### src/rtl/cmp_pkg.sv
// Shared constants and types for the magnitude comparator slice.
package cmp_pkg;

  // Default operand width for the min/max tracking datapath.
  localparam int DATA_W = 8;

  // Compare outcome, resolved once and then fanned out to the lt/eq/gt flags.
  typedef enum logic [1:0] {
    CMP_LT = 2'd0,
    CMP_EQ = 2'd1,
    CMP_GT = 2'd2
  } cmp_res_e;

endpackage

### src/rtl/cmp_core.sv
// Combinational magnitude compare core: produces a<b and a==b for
// unsigned or two's-complement operands.
module cmp_core
  import cmp_pkg::*;
#(
  parameter int WIDTH  = DATA_W,
  parameter bit SIGNED = 1'b0
) (
  input  logic [WIDTH-1:0] a,
  input  logic [WIDTH-1:0] b,
  output logic             lt,
  output logic             eq
);

  logic [WIDTH-1:0] a_key;
  logic [WIDTH-1:0] b_key;

  // Inverting the sign bit maps two's-complement order onto unsigned order,
  // so a single unsigned compare serves both modes.
  always_comb begin
    a_key = a;
    b_key = b;
    if (SIGNED) begin
      a_key[WIDTH-1] = ~a[WIDTH-1];
      b_key[WIDTH-1] = ~b[WIDTH-1];
    end
  end

  // Equality does not depend on the mode.
  always_comb begin
    lt = (a_key < b_key);
    eq = (a == b);
  end

endmodule

### src/rtl/magnitude_comparator.sv
// Magnitude comparator: same-cycle a<b output plus a registered stage
// carrying lt/eq/gt flags and min/max of the operand pair.
module magnitude_comparator
  import cmp_pkg::*;
#(
  parameter int WIDTH  = DATA_W,
  parameter bit SIGNED = 1'b0
) (
  input  logic             clock,
  input  logic             reset,
  input  logic [WIDTH-1:0] a,
  input  logic [WIDTH-1:0] b,
  input  logic             in_valid,
  output logic             c,
  output logic             lt,
  output logic             eq,
  output logic             gt,
  output logic [WIDTH-1:0] min_out,
  output logic [WIDTH-1:0] max_out,
  output logic             out_valid
);

  logic     core_lt;
  logic     core_eq;
  cmp_res_e res;
  logic [WIDTH-1:0] min_d;
  logic [WIDTH-1:0] max_d;

  cmp_core #(
    .WIDTH  (WIDTH),
    .SIGNED (SIGNED)
  ) u_core (
    .a  (a),
    .b  (b),
    .lt (core_lt),
    .eq (core_eq)
  );

  // c is taken straight from the core so callers can use it at the load edge.
  assign c = core_lt;

  // Resolve the outcome once; min/max favour a when the operands are equal.
  always_comb begin
    res   = CMP_GT;
    min_d = b;
    max_d = a;
    if (core_lt) begin
      res   = CMP_LT;
      min_d = a;
      max_d = b;
    end else if (core_eq) begin
      res   = CMP_EQ;
      min_d = a;
      max_d = a;
    end
  end

  // Result registers load only on valid input and hold otherwise.
  always_ff @(posedge clock) begin
    if (reset) begin
      lt      <= 1'b0;
      eq      <= 1'b0;
      gt      <= 1'b0;
      min_out <= '0;
      max_out <= '0;
    end else if (in_valid) begin
      lt      <= (res == CMP_LT);
      eq      <= (res == CMP_EQ);
      gt      <= (res == CMP_GT);
      min_out <= min_d;
      max_out <= max_d;
    end
  end

  // Valid strobe follows in_valid with one cycle of latency.
  always_ff @(posedge clock) begin
    if (reset) begin
      out_valid <= 1'b0;
    end else begin
      out_valid <= in_valid;
    end
  end

endmodule

### config.mk
export PLATFORM = sky130hd
export DESIGN_NAME = magnitude_comparator
export DESIGN_NICKNAME = d
export VERILOG_FILES = /design/src/rtl/cmp_pkg.sv /design/src/rtl/cmp_core.sv /design/src/rtl/magnitude_comparator.sv
export SDC_FILE = /design/constraint.sdc
export NUM_CORES = 1
export LEC_CHECK = 0
export ABC_AREA = 1
export BUFFER_PORTS_ARGS = -buffer_cell sky130_fd_sc_hd__buf_4
export CORE_MARGIN = 3
export CORE_UTILIZATION = 35
export CTS_CLUSTER_DIAMETER = 100
export CTS_CLUSTER_SIZE = 14
export DETAILED_ROUTE_END_ITERATION = 10
export SETUP_SLACK_MARGIN = 0.02
export SLEW_MARGIN = 20
export SYNTH_ARGS = -nofsm -noshare
export SYNTH_HDL_FRONTEND = slang
export SYNTH_HIERARCHICAL = 1
export SYNTH_SLANG_ARGS = --single-unit
### constraint.sdc
create_clock -name clock -period 1.4 [get_ports clock]
set_input_delay 0.14 -clock clock [delete_from_list [all_inputs] [get_ports clock]]
set_output_delay 0.14 -clock clock [all_outputs]
set_load 0.03 [all_outputs]
Word-level counts from Yosys, hierarchy flattened
Index checks and enable logic that the tools add are counted.
{ "totals": {"in_bits": 19, "regBits": 20, "output_inout_bits": 21} }
{ "classes": {"n_reduce_logical": 1, "n_eq_ne": 3, "magnitude_cmp": 1, "n_mux": 5} }
{ "ops": {"columns": ["cell", "n"], "rows": [
  ["8-bit 2-to-1 mux", 3],
  ["8-bit == test", 1],
  ["8-bit < comparator", 1],
  ["2-bit 2-to-1 mux", 2],
  ["2-bit by 1-bit == test with 1-bit output, second input constant", 1],
  ["2-bit == test, second input constant", 1],
  ["2-bit logical NOT", 1]
]} }

Longest topological paths before layout
{ "depth": {"word_depth": 4, "ltp_mapped": 14} }

By module
The synthesis kept the hierarchy.
{ "modules_own_cells": {"columns": ["module", "n_inst", "cells_per_inst", "area_per_inst_um2", "seq_area_each_um2"], "rows": [
  ["magnitude_comparator", 1, 147, 982.2, 400.4],
  ["cmp_core", 1, 37, 221.5, 0.0]
]} }

Worst setup path after synthesis
Ideal clock, no wire load.
{ "synth_path": {"kind": "input-to-reg", "startpoint": "input port b[7]", "endpoint": "register min_out[0]", "arrival_ps": 1773, "setup_slack_ps": -481, "setup_ps": 109, "path_stages": 11, "path_cell_list": "inv_1 > ha_1 > a21oi_1 > nand2_1 > a21oi_1 > buf_6 > nor2_8 > nand2_1 > nand3_1 > nand2_1 > inv_1"} }
{ "synth_between": {"elab_cells_between_ends": 4} }
{ "synth_rtl": {"columns": ["item", "line", "source"], "rows": [
  ["start, declared", "magnitude_comparator.sv:12", "input logic [WIDTH-1:0] b,"],
  ["8-bit < comparator", "cmp_core.sv:31", "lt = (a_key < b_key);"],
  ["net c", "magnitude_comparator.sv:14", "output logic c,"],
  ["8-bit 2-to-1 mux", "magnitude_comparator.sv:47", "if (core_lt) begin"],
  ["end signal, assigned", "magnitude_comparator.sv:70", "min_out <= min_d;"],
  ["end, declared", "magnitude_comparator.sv:18", "output logic [WIDTH-1:0] min_out,"]
]} }
The timed path passes the listed nets, and every way through them passes these cells.
A chain may end at the register's enable or synchronous reset.

Worst setup path in the final report
{ "layout_path": {"startpoint": "input port b[7]", "endpoint": "output port c"} }
{ "layout_between": {"elab_chain_len": 1} }
{ "layout_lines": {"columns": ["item", "line"], "rows": [
  ["8-bit < comparator", "cmp_core.sv:31"],
  ["end, declared", "magnitude_comparator.sv:14"]
]} }
Every way passes these cells.

==> results.md <==
| Group | Parameter | Value |
| --- | --- | --- |
| sta | Final-report hold violation count | 0 |
| setup path | Worst setup EP type | output pin |
| sta | Highest clock frequency the design can meet | 0.735 GHz |
| run | Max-cap viol count | 0 |
| placed design | Port Buffer Count | 39 |
| synth | Synthesized Nets | 211 |
| sta | Unrepaired setup endpoints after global routing | yes |
| detailed routing | DR vias/cell | 4.63 |
| synth | Mapped Cells | 184 |
| setup path | Arrival time at the worst endpoint | 1.22 ns |
| synth | Sequential area share after synthesis | 33.3% |
| finish | ANT cells | 0 |
| finish | Layout overhead on the synthesized area | 56.7% |
| sta | Final Skew | 0 ns |
| finish | Layout cell share with drive strength beyond 1 | 38.5% |
| clock network | Maximum buffer depth of the clock tree | 2 |
| sta | Post-route fraction of the period consumed by the critical path | 97.1% |
| floorplan | Initial core utilization | 37.9% |
| setup path | Sort of element at the start of the critical path | input port |
| floorplan | Placeable core region | 3180 µm² |
| detailed routing | Vias after detailed routing | 1334 |
| detailed routing | Routed len/inst | 11.7 µm |
| setup path | Standard cell with the maximum stage delay on the critical path | sky130_fd_sc_hd__ha_4 |
| hold path | Min-Delay Path Class | input port to flop |
| global route | Final global-route overflow total | 0 |
| synth | Number of library cell types mapped by synthesis | 17 |
| clock network | Inserted Clock Buffers | 3 |
| setup path | Critical path fanouts, max | 4 |
| power | P per Cell Area | 938 nW/µm² |
| floorplan | Die extent in y | 64.6 µm |
| clock network | Latest clock arrival within the worst-skew pair | 0.30 ns |
| global route | Total GRT Usage | 16.9% |
| setup path | Worst Path Required | 1.26 ns |
| synth | Count of state elements after synthesis | 20 |
| clock network | Root buffer cell | sky130_fd_sc_hd__clkbuf_4 |
| detailed routing | Initial DRC count | 68 |
| synth | Post-synthesis cell type with the largest combined area | sky130_fd_sc_hd__dfxtp_1 |
| clock network | Clock transition at the registers of the reported paths | 0.13 ns |
| detailed routing | Pre-Repair DR Iteration Count | 5 |
| clock network | CTS tree | yes |
| detailed routing | Number of nets with antenna violations after detailed routing | 0 |
| global route | Largest net degree at the start of global routing | 23 |
| synth | Netlist area before placement | 1200 µm² |
| global route | Global-route wire length before repair | 5620 µm |
| finish | Number of nets at the end of the flow | 272 |
| floorplan | Die width | 64.6 µm |
| global route | Via count of the first global-routing pass | 1312 |
| clock network | Number of clock sinks | 20 |
| setup path | Category of the critical setup timing path | input port to output pin |
| sta | Final min period | 1.36 ns |
| detailed routing | DRC violation count after routing | 0 |
| sta | Fin. max-slew vios | 0 |
| synth | Share of the synthesized area in the top cell type | 33.3% |
| floorplan | Boundary Pins | 40 |
| setup path | Critical Path, Cell by Cell | buf_4 -> inv_1 -> ha_4 -> a21oi_2 -> nand2_2 -> a21oi_4 -> buf_12 -> buf_8 |
| sta | Worst relative slew slack | 79.5% |
| placed design | Place WS | -0.207 ns |
| floorplan | Placement row count | 20 |
| placed design | HPWL after detailed placement | 2580 µm |
| power | Worst-case vdd ir drop | 1.01 mV |
| clock network | Depth of the CTS H-tree | 1 |
| sta | Sum of negative setup slack | 0 ns |
| placed design | Routability-driven placement congestion ratio | 0.856 |
| floorplan | Total die area | 4180 µm² |
| synth | Post-synthesis area per instance | 6.54 µm² |
| synth | Cell types with the largest area share after synthesis | sky130_fd_sc_hd__dfxtp_1 33%, sky130_fd_sc_hd__nand2_1 17%, sky130_fd_sc_hd__nand3_1 15%, sky130_fd_sc_hd__inv_1 8.7%, sky130_fd_sc_hd__ha_1 8.3% |
| sta | PnR worst setup slack | 0.0400 ns |
| sta | Actual slew at the worst max-slew pin | 0.306 ns |
| outcome | Status | finished clean |
| global route | Number of antenna violations at the first check in global routing | 0 |
| detailed routing | Final wirelength | 3360 µm |
| synth | Number of warning messages in the yosys log | 6 |
| power | Static Leakage | 0.00103 µW |
| sta | Setup Viol. Count Final | 0 |
| setup path | Delay contributed by the slowest stage of the critical path | 0.22 ns |
final timing paths:
| path | startpoint | endpoint | slack, ns | cells past startpoint |
|---|---|---|---|---|
| hold reg to reg | eq | eq | 0.48 | 2 |
| setup reg to reg | min_out[1] | min_out[1] | 0.71 | 4 |
| hold / removal | reset | eq | 0.09 | 2 |
| setup / recovery | b[7] | c | 0.04 | 8 |
cell usage after synthesis:
| cell | n |
|---|---|
| sky130_fd_sc_hd__buf_2 | 1 |
| sky130_fd_sc_hd__nand2_1 | 54 |
| sky130_fd_sc_hd__nor2_2 | 1 |
| sky130_fd_sc_hd__nor2_1 | 19 |
| sky130_fd_sc_hd__nand3_1 | 35 |
| sky130_fd_sc_hd__dfxtp_1 | 20 |
| sky130_fd_sc_hd__buf_4 | 3 |
| sky130_fd_sc_hd__inv_1 | 28 |
| sky130_fd_sc_hd__o21ai_0 | 1 |
| sky130_fd_sc_hd__clkinv_1 | 1 |
| sky130_fd_sc_hd__nor3_2 | 1 |
| sky130_fd_sc_hd__nand2_4 | 1 |
| sky130_fd_sc_hd__nor2_8 | 1 |
| sky130_fd_sc_hd__ha_1 | 8 |
| sky130_fd_sc_hd__buf_6 | 3 |
| sky130_fd_sc_hd__inv_2 | 3 |
| sky130_fd_sc_hd__a21oi_1 | 4 |
where the power goes:
group          switching (µW)  internal [µW]  total (µW)
clock                     195            289         484
combinational             360            286         646
sequential               23.9            614         638
flip-flops by register name (all words and copies together) (netlist names):
name / count
gt: 1
max_out: 8
min_out: 8
eq: 1
lt: 1
out_valid: 1
cell usage in the layout (no fill, tap or decap), types with 2 or more instances in the layout:
| cell type | n |
|---|---|
| sky130_fd_sc_hd__nand2_2 | 5 |
| sky130_fd_sc_hd__nor2_1 | 18 |
| sky130_fd_sc_hd__ha_1 | 3 |
| sky130_fd_sc_hd__ha_4 | 5 |
| sky130_fd_sc_hd__a21oi_2 | 2 |
| sky130_fd_sc_hd__inv_2 | 4 |
| sky130_fd_sc_hd__nand2_1 | 49 |
| sky130_fd_sc_hd__inv_1 | 23 |
| sky130_fd_sc_hd__nand3_1 | 34 |
| sky130_fd_sc_hd__buf_4 | 59 |
| sky130_fd_sc_hd__dfxtp_1 | 20 |
| sky130_fd_sc_hd__clkbuf_4 | 3 |
| sky130_fd_sc_hd__inv_4 | 3 |
| sky130_fd_sc_hd__buf_12 | 2 |
cells by family after synthesis:
group           count (synthesis)  synth area share (%)
buf+inv                        39                  15.1
fa+ha+maj                       8                  8.32
simple gates                  112                  41.3
compound gates                  5                  2.08
flops                          20                  33.3
worst max-delay path, delay by kind of cell:
family	cells	cell delay (ns)
buf+inv	4	0.44
compound gates	2	0.33
fa+ha+maj	1	0.22
simple gates	1	0.09
through the flow:
stage          power (µW)  instances  cell area [µm²]  hold WS (ns)  utilization, %
2_1_floorplan        1000        184             1300         0.327               -
3_3_place_gp         1230        281             1760         0.420            55.3
3_5_place_dp         1240        281             1760         0.422            55.3
4_1_cts              1740        286             1820        0.0784            57.3
5_1_grt              1870        288             1890        0.0938            59.3
6_report             1770        288             1890        0.0901            59.3
layer usage:
layer  routed length, µm  GRT usage, %
met5                   0             0
met4                  29          2.37
met3                 164          3.99
met2                1740          31.7
met1                1430          19.7
layout make-up:
class                   instances  area (µm²)
inverters                      32         140
repair buffers                 63         509
clock inverters                 1        30.0
clock buffers                   3        22.5
multi-input cells             125         728
well taps                      44        55.1
flip-flops and latches         20         400
fillers                       301        1290
timing repair:
item	in CTS	in global routing
resized for setup	1	12
hold buffers	0	0
pin swaps	1	3
setup endpoints to repair	1	4
setup buffers	1	2
Power figures use the tool's default switching activity.
